File: src/rtl/e203_core_sleep_ctrl.sv
// WFI sleep controller: drains the pipeline, gates the core clock while asleep,
// and sequences the restart of instruction fetch when a wake source appears.
module e203_core_sleep_ctrl #(
   parameter int DRAIN_TMO = 16,
   parameter int WAKE_LAT  = 2
) (
   input  logic        clk,
   input  logic        rst,
   input  logic        wfi_req_valid,
   output logic        wfi_req_ready,
   input  logic        oitf_empty,
   input  logic        lsu_idle,
   input  logic        biu_idle,
   input  logic        irq_pend,
   input  logic        dbg_req,
   output logic        ifu_halt_req,
   output logic        core_wfi,
   output logic        wake_valid,
   output logic        wfi_abort,
   output logic [1:0]  sleep_state,
   output logic [15:0] sleep_cycles
);

   typedef enum logic [1:0] {
      RUN   = 2'd0,
      DRAIN = 2'd1,
      SLEEP = 2'd2,
      WAKE  = 2'd3
   } state_t;

   localparam logic [7:0] DRAIN_LAST = 8'(DRAIN_TMO - 1);
   localparam logic [3:0] WAKE_LAST  = 4'(WAKE_LAT - 1);

   state_t      state;
   logic [7:0]  drain_cnt;
   logic [3:0]  wake_cnt;
   logic [15:0] sleep_cnt;
   logic        core_wfi_q;
   logic        abort_q;
   logic        wake_valid_q;

   logic wake_src;
   logic all_idle;

   assign wake_src = irq_pend | dbg_req;
   assign all_idle = oitf_empty & lsu_idle & biu_idle;

   // A pending wake source blocks sleep entry outright rather than letting it abort later.
   assign wfi_req_ready = (state == RUN) & ~wake_src;

   always_ff @(posedge clk or posedge rst) begin
      if (rst) begin
         state        <= RUN;
         drain_cnt    <= 8'd0;
         wake_cnt     <= 4'd0;
         sleep_cnt    <= 16'd0;
         core_wfi_q   <= 1'b0;
         abort_q      <= 1'b0;
         wake_valid_q <= 1'b0;
      end else begin
         abort_q      <= 1'b0;
         wake_valid_q <= 1'b0;
         case (state)
            RUN: begin
               if (wfi_req_valid & wfi_req_ready) begin
                  state     <= DRAIN;
                  drain_cnt <= 8'd0;
               end
            end
            DRAIN: begin
               if (wake_src) begin
                  state   <= RUN;
                  abort_q <= 1'b1;
               end else if (all_idle) begin
                  state      <= SLEEP;
                  sleep_cnt  <= 16'd0;
                  core_wfi_q <= 1'b1;
               end else if (drain_cnt == DRAIN_LAST) begin
                  state   <= RUN;
                  abort_q <= 1'b1;
               end else begin
                  drain_cnt <= drain_cnt + 8'd1;
               end
            end
            SLEEP: begin
               if (sleep_cnt != 16'hFFFF) begin
                  sleep_cnt <= sleep_cnt + 16'd1;
               end
               if (wake_src) begin
                  state        <= WAKE;
                  wake_cnt     <= 4'd0;
                  core_wfi_q   <= 1'b0;
                  // wake_valid is registered, so it is raised one edge early to land on the last WAKE cycle.
                  wake_valid_q <= (WAKE_LAST == 4'd0);
               end
            end
            WAKE: begin
               wake_cnt <= wake_cnt + 4'd1;
               if (wake_cnt == WAKE_LAST) begin
                  state <= RUN;
               end else begin
                  wake_valid_q <= ((wake_cnt + 4'd1) == WAKE_LAST);
               end
            end
         endcase
      end
   end

   assign ifu_halt_req = (state != RUN);
   assign core_wfi     = core_wfi_q;
   assign wfi_abort    = abort_q;
   assign wake_valid   = wake_valid_q;
   assign sleep_state  = state;
   assign sleep_cycles = sleep_cnt;

endmodule
File: config.mk
export PLATFORM = sky130hd
export DESIGN_NAME = e203_core_sleep_ctrl
export DESIGN_NICKNAME = d
export VERILOG_FILES = /design/src/rtl/e203_core_sleep_ctrl.sv
export SDC_FILE = /design/constraint.sdc
export NUM_CORES = 1
export LEC_CHECK = 0
export CORE_MARGIN = 5
export CORE_UTILIZATION = 62
export CTS_CLUSTER_SIZE = 10
export DETAILED_ROUTE_END_ITERATION = 10
export DONT_BUFFER_PORTS = 1
export PLACE_DENSITY = 0.76
export SYNTH_ARGS = -nofsm -noshare
export SYNTH_HDL_FRONTEND = slang
export SYNTH_SLANG_ARGS = --single-unit
File: constraint.sdc
create_clock -name clk -period 2.6 [get_ports clk]
set_input_delay 0.65 -clock clk [delete_from_list [all_inputs] [get_ports clk]]
set_output_delay 0.65 -clock clk [all_outputs]
set_load 0.005 [all_outputs]
==> results of run 1 <==
[worst paths after layout]
path,depth (start not counted),slack (ns),to,startpoint
hold reg to reg,1,0.54,drain_cnt[7]$_DFFE_PP0P_,drain_cnt[7]$_DFFE_PP0P_
setup / recovery,5,0.40,sleep_cycles[8]$_DFFE_PP0P_,sleep_cycles[0]$_DFFE_PP0P_
hold / removal,2,0.27,sleep_cycles[9]$_DFFE_PP0P_,rst
min in group clk,2,0.53,wfi_abort$_DFF_PP0_,irq_pend
max in group asynchronous,2,2.01,wake_cnt[0]$_DFFE_PP0P_,rst
setup reg to reg,5,0.40,sleep_cycles[8]$_DFFE_PP0P_,sleep_cycles[0]$_DFFE_PP0P_
[state kept, by name, summed over array words and instances, names as in the netlist, named ones only]
| register | flops |
|---|---|
| sleep_state | 1 |
| wake_valid | 1 |
| drain_cnt | 8 |
| sleep_cycles | 16 |
| wake_cnt | 4 |
| wfi_abort | 1 |
| core_wfi | 1 |
[metrics by stage]
step,cells,utilization (%)
floorplan,199,-
global placement,227,67.0
detailed placement,227,67.0
CTS,235,69.0
global route,235,69.0
finish,235,69.0
[metal layers]
metal | GRT usage [%] | up-vias
li1 | - | 755
met1 | 25.5 | 754
met2 | 35.5 | 60
met3 | 6.56 | 8
met4 | 7.65 | 0
met5 | 0 | -
[report_power, final]
part	leakage (nW)	internal, mW	switching, mW
Sequential	0.424	0.689	0.312
Clock	0.0310	0.102	0.184
Combinational	0.381	0.217	0.238
[cells by family (layout without fill, tap and decap cells)]
family,Yosys count,in the layout,share of synthesized area (%)
AOI/OAI and AO/OA,59,59,21.8
and+or+nand+nor,76,76,23.1
xor gates and xnor gates,5,5,2.35
buffers and inverters,20,25,4.50
adders and majority gates,5,5,3.36
DFF,33,33,44.4
muxes,1,1,0.538
[cell usage after synthesis, types with 3 or more instances]
master | instances | area (um2)
nor2b_1 | 3 | 18.8
ha_1 | 5 | 62.6
or4_1 | 4 | 30.0
a31oi_1 | 12 | 75.1
nor3_1 | 5 | 25.0
clkbuf_1 | 5 | 18.8
nor2_1 | 11 | 41.3
nor4_1 | 4 | 25.0
xnor2_1 | 3 | 26.3
nand2b_1 | 5 | 31.3
o21ai_0 | 8 | 40.0
nand4_1 | 5 | 31.3
nand2_1 | 15 | 56.3
nand3_1 | 11 | 55.1
inv_1 | 13 | 48.8
dfrtp_1 | 33 | 826
a22o_1 | 6 | 52.6
a21oi_1 | 9 | 45.0
o211ai_1 | 6 | 45.0
[critical path: stages, from the launching register on]
cell and delay [ns]:
dfrtp_1 0.47, ha_1 0.27, nand3_2 0.18, nor4_1 0.10
o21ai_1 0.80, a31oi_1 0.21
[layout make-up]
| type | count | area (um2) |
|---|---|---|
| clock buffer | 5 | 37.5 |
| clock inverter | 3 | 17.5 |
| fill | 227 | 878 |
| inverter | 13 | 48.8 |
| multi-input combinational | 146 | 952 |
| sequential | 33 | 826 |
| tap | 31 | 38.8 |
| timing repair buffer | 4 | 30.0 |
==> impl_metrics.ini, run 1 <==
[die]
die_h_um = 64.8
die_x_um = 64.8
pin_count = 31
dieArea_mm2 = 0.00420
core_area_mm2 = 0.00283
rows = 19
initial_core_util_pct = 65.8

[detailed_routing]
wl_met1_um = 1760
route.met2.wl_um = 1960
drt_iter0_drc = 142
ant_nets = 0
dr_wl_met3_um = 258
avgRoutedWirePerCell_um = 17.2
post-route-drc-count = 0
viasPerCell = 6.71
routed.top_layer = met4
detail_route.first_pass.iterations = 4
routed_wl_um = 4050
vias = 1577

[clock_network]
clock-sinks = 33
cts-root-buf = clkbuf_4
cts_tree = done
post_cts_resized = 0
htreeDepth = 2
cts-buffers-inserted = 5
clk_pin_slew_ns = 0.12
cts_max_path_buffers = 2
cts_hold_buf = 0
clock_latency_ns = 0.34
postCtsSetupRepairBufs = 0

[sta]
hold_viol = 0
finalSetupViolations = 0
worst_pin_slew_ns = 1.03
fin_crit_ns = 2.20
fmax_ghz = 0.455
fin_worst_skew_ns = 0.0180
whs_ns = 0.274
slew_violations = 0
setup_slack_ns = 0.402
min_period_over_period_pct = 84.5
fin_tns_setup_ns = 0
rsz0062_at_grt = no
slew_headroom_pct = 31.0

[job]
max-cap-violations = 0

[synth]
ys.flop_type = dfrtp_1
synth_edf_count = 0
synth-async-reset-ratio_pct = 100
ys_seq_area_share_pct = 44.4
syn_area_mm2 = 0.00186
synth_fp_nets = 212
yosysUniqueCellTypes = 49
ys_seq_elements = 33
syn_inst = 199
syn_avg_cell_area_um2 = 9.36
synth_warnings = 0

[grt]
antenna_found_initial = 0
first_global_vias = 1582
grt_pass1_wl_um = 6980
grt.total_usage_pct = 21.1
grt_max_degree = 34
grt-ovfl-total = 0

[placed_design]
hpwl_um = 2820
io_buffers = 0
post-place-ws_ns = 0.429
gp_congestion = 0.838
placed_area_mm2 = 0.00190

[critical_path]
critPathKind = reg2reg
required_ns = 2.78
crit_path_start_kind = register
worst-path-max-fanout = 14
endpoint_kind = register
cp.arrival_ns = 2.38

[outcome]
outcome = complete, no violations

[final_layout]
final_cell_area_mm2 = 0.00195
fin_nets = 216
layout-drive-gt1-share_pct = 8.82
layout_common_cells = 33 x dfrtp_1, 15 x nand2_1, 13 x inv_1
syn_to_final_growth_pct = 4.77
final_common_cell = dfrtp_1
diodes = 0

[power_and_ir_drop]
ir_worst_vdd_mv = 0.552
finalPower_mw = 1.74
power_density_mw_per_mm2 = 893
leakage_nw = 0.836

[hold_path]
hp-class = in2async
(Power assumes the default switching activity.)
==> run 2: changes to the inputs <==
==> constraint.sdc (replaced) <==
create_clock -name clk -period 2.2 [get_ports clk]
set_input_delay 0.55 -clock clk [delete_from_list [all_inputs] [get_ports clk]]
set_output_delay 0.55 -clock clk [all_outputs]
set_load 0.005 [all_outputs]
==> run 2 against run 1 <==
- first-iteration DRC count up 44%
- clock power up 19%
- sequential power up 18%
- count of clock-buffer cells in the layout up 2
- hold slack worse by 0.077 ns
- via count up 2.0%
- flip-flop and latch count unchanged
- die area unchanged
- register-to-register slack worse by 0.22 ns
- clock skew down 0.011 ns
- wire length up 1.3%
- critical endpoint is now sleep_cycles[1]$_DFFE_PP0P_
- highest routed layer unchanged
==> impl_metrics.ini, run 2 (same netlist as run 1, synthesis figures left out) <==
[outcome]
outcome = complete, no violations

[sta]
slew_headroom_pct = 56.8
fin_worst_skew_ns = 0.00677
fin_tns_setup_ns = 0
worst_pin_slew_ns = 0.642
min_period_over_period_pct = 91.9
finalSetupViolations = 0
slew_violations = 0
hold_viol = 0
fin_crit_ns = 2.02
whs_ns = 0.197
rsz0062_at_grt = no
fmax_ghz = 0.495

[critical_path]
worstPathCellList = ha_1 > nand3_2 > or4_4 > and3_4 > a31o_1
crit_path_start_kind = register
cp.arrival_ns = 2.25
worst-path-max-fanout = 10
crit_slowest_cell = or4_4
cp_num_buf_inv = 0
path_delay_family = simple AND/OR/NAND/NOR gates
required_ns = 2.42
critPathKind = reg2reg
endpoint_kind = register
max_stage_delay_ns = 0.63

[final_layout]
fillers = 237
multi_input_area_um2 = 952
final_cell_area_mm2 = 0.00198
layout_common_cells = 33 x dfrtp_1, 15 x nand2_1, 13 x inv_1
largest_reg_flops = 16
layout-drive-gt1-share_pct = 9.66
diodes = 0
syn_to_final_growth_pct = 6.38
stdcell_count = 238
fin_nets = 220
register_area_um2 = 826
final_common_cell = dfrtp_1

[detailed_routing]
vias = 1608
drt_iter0_drc = 205
ant_nets = 0
detail_route.first_pass.iterations = 4
post-route-drc-count = 0
routed_wl_um = 4100
avgRoutedWirePerCell_um = 17.2
viasPerCell = 6.76

[clock_network]
cts-root-buf = clkbuf_4
cts_hold_buf = 0
postCtsSetupRepairBufs = 0
clk_pin_slew_ns = 0.09
clock-sinks = 33
cts-buffers-inserted = 5
cts_tree = done
clock_latency_ns = 0.33
htreeDepth = 2
cts_max_path_buffers = 2
post_cts_resized = 0

[power_and_ir_drop]
finalPower_mw = 2.08
power_density_mw_per_mm2 = 1050
leakage_nw = 0.857
ir_worst_vdd_mv = 0.615

[placed_design]
placed_area_mm2 = 0.00193
hpwl_um = 2980
io_buffers = 0
gp_congestion = 0.940
dp.cells = 231

[hold_path]
hp-class = in2async

[grt]
grt_max_degree = 34
grt_pass1_wl_um = 7050
grt-ovfl-total = 0
antenna_found_initial = 0
first_global_vias = 1578
grt.total_usage_pct = 21.6

[die]
die_h_um = 64.8
initial_core_util_pct = 65.8
pin_count = 31
dieArea_mm2 = 0.00420
rows = 19
core_area_mm2 = 0.00283
die_x_um = 64.8

[job]
max-cap-violations = 0
==> run 2: power breakdown <==
| part | internal, mW | switching, mW |
|---|---|---|
| clock network | 0.151 | 0.190 |
| registers | 0.815 | 0.368 |
| logic | 0.268 | 0.284 |
==> run 2: per-stage QoR <==
step                      worst slack (ns)  util, %
final                                0.178     70.0
after global routing                0.0862     70.0
after CTS                            0.167     70.0
after detailed placement             0.196     68.1
after global placement               0.264     68.1
after floorplan                      0.303        -
==> run 2: layout make-up <==
class / instances / area share (%)
clock buffers: 7 / 2.78
inverters: 13 / 2.46
multi-input cells: 146 / 48.1
flip-flops and latches: 33 / 41.7
well taps: 31 / 1.96
repair buffers: 8 / 3.03
==> run 2: path summary, 6_finish.rpt <==
kind	startpoint	to	slack [ns]	cells past startpoint
min reg2reg	wake_cnt[3]$_DFFE_PP0P_	wake_cnt[3]$_DFFE_PP0P_	0.55	2
max in group asynchronous	rst	sleep_cycles[7]$_DFFE_PP0P_	1.72	2
min in group clk	irq_pend	wfi_abort$_DFF_PP0_	0.43	2
min	rst	sleep_cycles[8]$_DFFE_PP0P_	0.20	2
max	sleep_cycles[0]$_DFFE_PP0P_	sleep_cycles[1]$_DFFE_PP0P_	0.18	5
max reg2reg	sleep_cycles[0]$_DFFE_PP0P_	sleep_cycles[1]$_DFFE_PP0P_	0.18	5
==> run 2: layer usage <==
metal	vias up	global-route usage, %	share of wire, %
li1	759	-	-
met2	67	36.7	50
met4	0	9.23	1.4
met3	6	7.60	7.4
met5	-	0	0
met1	776	24.8	41
==> run 3: changes to the inputs <==
--- a/config.mk
+++ b/config.mk
@@ -5,12 +5,14 @@
 export SDC_FILE = /design/constraint.sdc
 export NUM_CORES = 1
 export LEC_CHECK = 0
+export CAP_MARGIN = 0
 export CORE_MARGIN = 5
-export CORE_UTILIZATION = 62
+export CORE_UTILIZATION = 65
+export CTS_BUF_LIST = sky130_fd_sc_hd__clkbuf_8
 export CTS_CLUSTER_SIZE = 10
 export DETAILED_ROUTE_END_ITERATION = 10
 export DONT_BUFFER_PORTS = 1
-export PLACE_DENSITY = 0.76
+export PLACE_DENSITY = 0.79
 export SYNTH_ARGS = -nofsm -noshare
 export SYNTH_HDL_FRONTEND = slang
 export SYNTH_SLANG_ARGS = --single-unit
==> run 3 against run 2 <==
- sequential power about the same
- clock power up 33%
- hold slack better by 0.038 ns
- cell count up 0.42%
- utilization up 3.2 points
- sequential share of layout area down 0.80 points
- via count down 2.9%
- highest routed layer unchanged
==> impl_metrics.ini, run 3 (same netlist as run 1, synthesis figures left out) <==
[sta]
fin_tns_setup_ns = 0
hold_viol = 0
slew_violations = 0
slew_headroom_pct = 66.5
worst_pin_slew_ns = 0.499
fin_worst_skew_ns = 0.00473
min_period_over_period_pct = 91.1
finalSetupViolations = 0
rsz0062_at_grt = no
fmax_ghz = 0.499
fin_crit_ns = 2.00

[clock_network]
postCtsSetupRepairBufs = 0
clock_latency_ns = 0.28
cts_hold_buf = 0
clock-sinks = 33
clk_pin_slew_ns = 0.07
cts-root-buf = clkbuf_8
cts_max_path_buffers = 2
cts-buffers-inserted = 5
cts_tree = done
htreeDepth = 2
post_cts_resized = 0

[final_layout]
layout_common_cells = 33 x dfrtp_1, 15 x nand2_1, 14 x inv_1
final_util_pct = 73.2
layout-drive-gt1-share_pct = 10.1
final_common_cell = dfrtp_1
syn_to_final_growth_pct = 8.47
largest_reg_flops = 16
fin_nets = 221
fillers = 207
diodes = 0

[grt]
antenna_found_initial = 0
first_global_vias = 1543
grt-ovfl-total = 0
grt.total_usage_pct = 20.8
grt_pass1_wl_um = 6780
grt_max_degree = 34

[detailed_routing]
detail_route.first_pass.iterations = 4
avgRoutedWirePerCell_um = 16.3
drt_iter0_drc = 124
viasPerCell = 6.54
routed_wl_um = 3890
ant_nets = 0
post-route-drc-count = 0
vias = 1562

[critical_path]
worstReg2RegStart = sleep_cycles[0]$_DFFE_PP0P_
critPathKind = reg2reg
worst-path-max-fanout = 10
crit_path_start_kind = register
required_ns = 2.38
reg2reg_to = sleep_cycles[1]$_DFFE_PP0P_
endpoint_kind = register
reg2reg_slack_ns = 0.20
cp.arrival_ns = 2.18
reg2reg_depth = 5

[die]
dieArea_mm2 = 0.00403
rows = 19
die_h_um = 63.5
initial_core_util_pct = 67.5
die_x_um = 63.5
pin_count = 31
core_area_mm2 = 0.00276

[power_and_ir_drop]
ir_worst_vdd_mv = 0.894
power_density_mw_per_mm2 = 1080
leakage_nw = 0.879

[placed_design]
hpwl_um = 2790
io_buffers = 0
gp_congestion = 0.880

[hold_path]
hp-class = in2async

[job]
max-cap-violations = 0

[outcome]
outcome = complete, no violations
-- run 3: cell count changes in the layout (fill, tap and decap cells not counted), sizes merged --
| cell | change |
|---|---|
| buf | +1 |
| clkbuf | -1 |
| inv | +1 |
-- run 3: how the worst max path moves through the flow --
stage | to | depth (start not counted) | start
detailed placement | sleep_cycles[1]$_DFFE_PP0P_ | 5 | sleep_cycles[0]$_DFFE_PP0P_
global placement | sleep_cycles[1]$_DFFE_PP0P_ | 5 | sleep_cycles[0]$_DFFE_PP0P_
floorplan | sleep_cycles[1]$_DFFE_PP0P_ | 6 | sleep_cycles[0]$_DFFE_PP0P_
CTS | sleep_cycles[1]$_DFFE_PP0P_ | 5 | sleep_cycles[0]$_DFFE_PP0P_
finish | sleep_cycles[1]$_DFFE_PP0P_ | 5 | sleep_cycles[0]$_DFFE_PP0P_
global route | sleep_cycles[8]$_DFFE_PP0P_ | 6 | sleep_cycles[0]$_DFFE_PP0P_
-- run 3: report_power, final --
part           total, mW  switching (mW)  internal [mW]  leakage, nW
Clock              0.453           0.209          0.243       0.0485
Sequential          1.17           0.352          0.817        0.424
Combinational      0.563           0.292          0.271        0.407
Total               2.18           0.853           1.33        0.879
-- run 3: worst max-delay path, stage by stage (launching register included) --
cell and delay (ns):
dfrtp_1 0.45, ha_1 0.24, nand3_2 0.20, or4_4 0.63, and3_4 0.20, a31o_1 0.18
-- run 3: cell type report --
cell class	count	area (um2)	share of cell area, %
tap	31	38.8	1.92
sequential	33	826	40.9
clock inverter	1	3.75	0.186
inverter	13	48.8	2.42
clock buffer	6	82.6	4.09
timing repair buffer	9	67.6	3.35
multi-input combinational	146	952	47.1
-- run 3: layer usage --
layer | vias to the layer above | wire length [um] | part of all wire (%) | track usage [%]
met5 | - | 0 | 0 | 0
met4 | 0 | 56 | 1.4 | 8.05
met3 | 7 | 206 | 5.3 | 6.04
met2 | 36 | 1930 | 50 | 36.2
met1 | 756 | 1700 | 44 | 23.8
li1 | 763 | - | - | -
-- run 3: metrics by stage --
step | hold WS (ns) | power, mW | worst slack (ns) | cells | cell area [um2]
after floorplan | 0.484 | 1.54 | 0.303 | 199 | 1860
after global placement | 0.502 | 1.69 | 0.271 | 232 | 1930
after detailed placement | 0.520 | 1.74 | 0.214 | 232 | 1930
after CTS | 0.254 | 2.19 | 0.201 | 239 | 2020
after global routing | 0.298 | 2.36 | 0.0979 | 239 | 2020
final | 0.234 | 2.18 | 0.196 | 239 | 2020
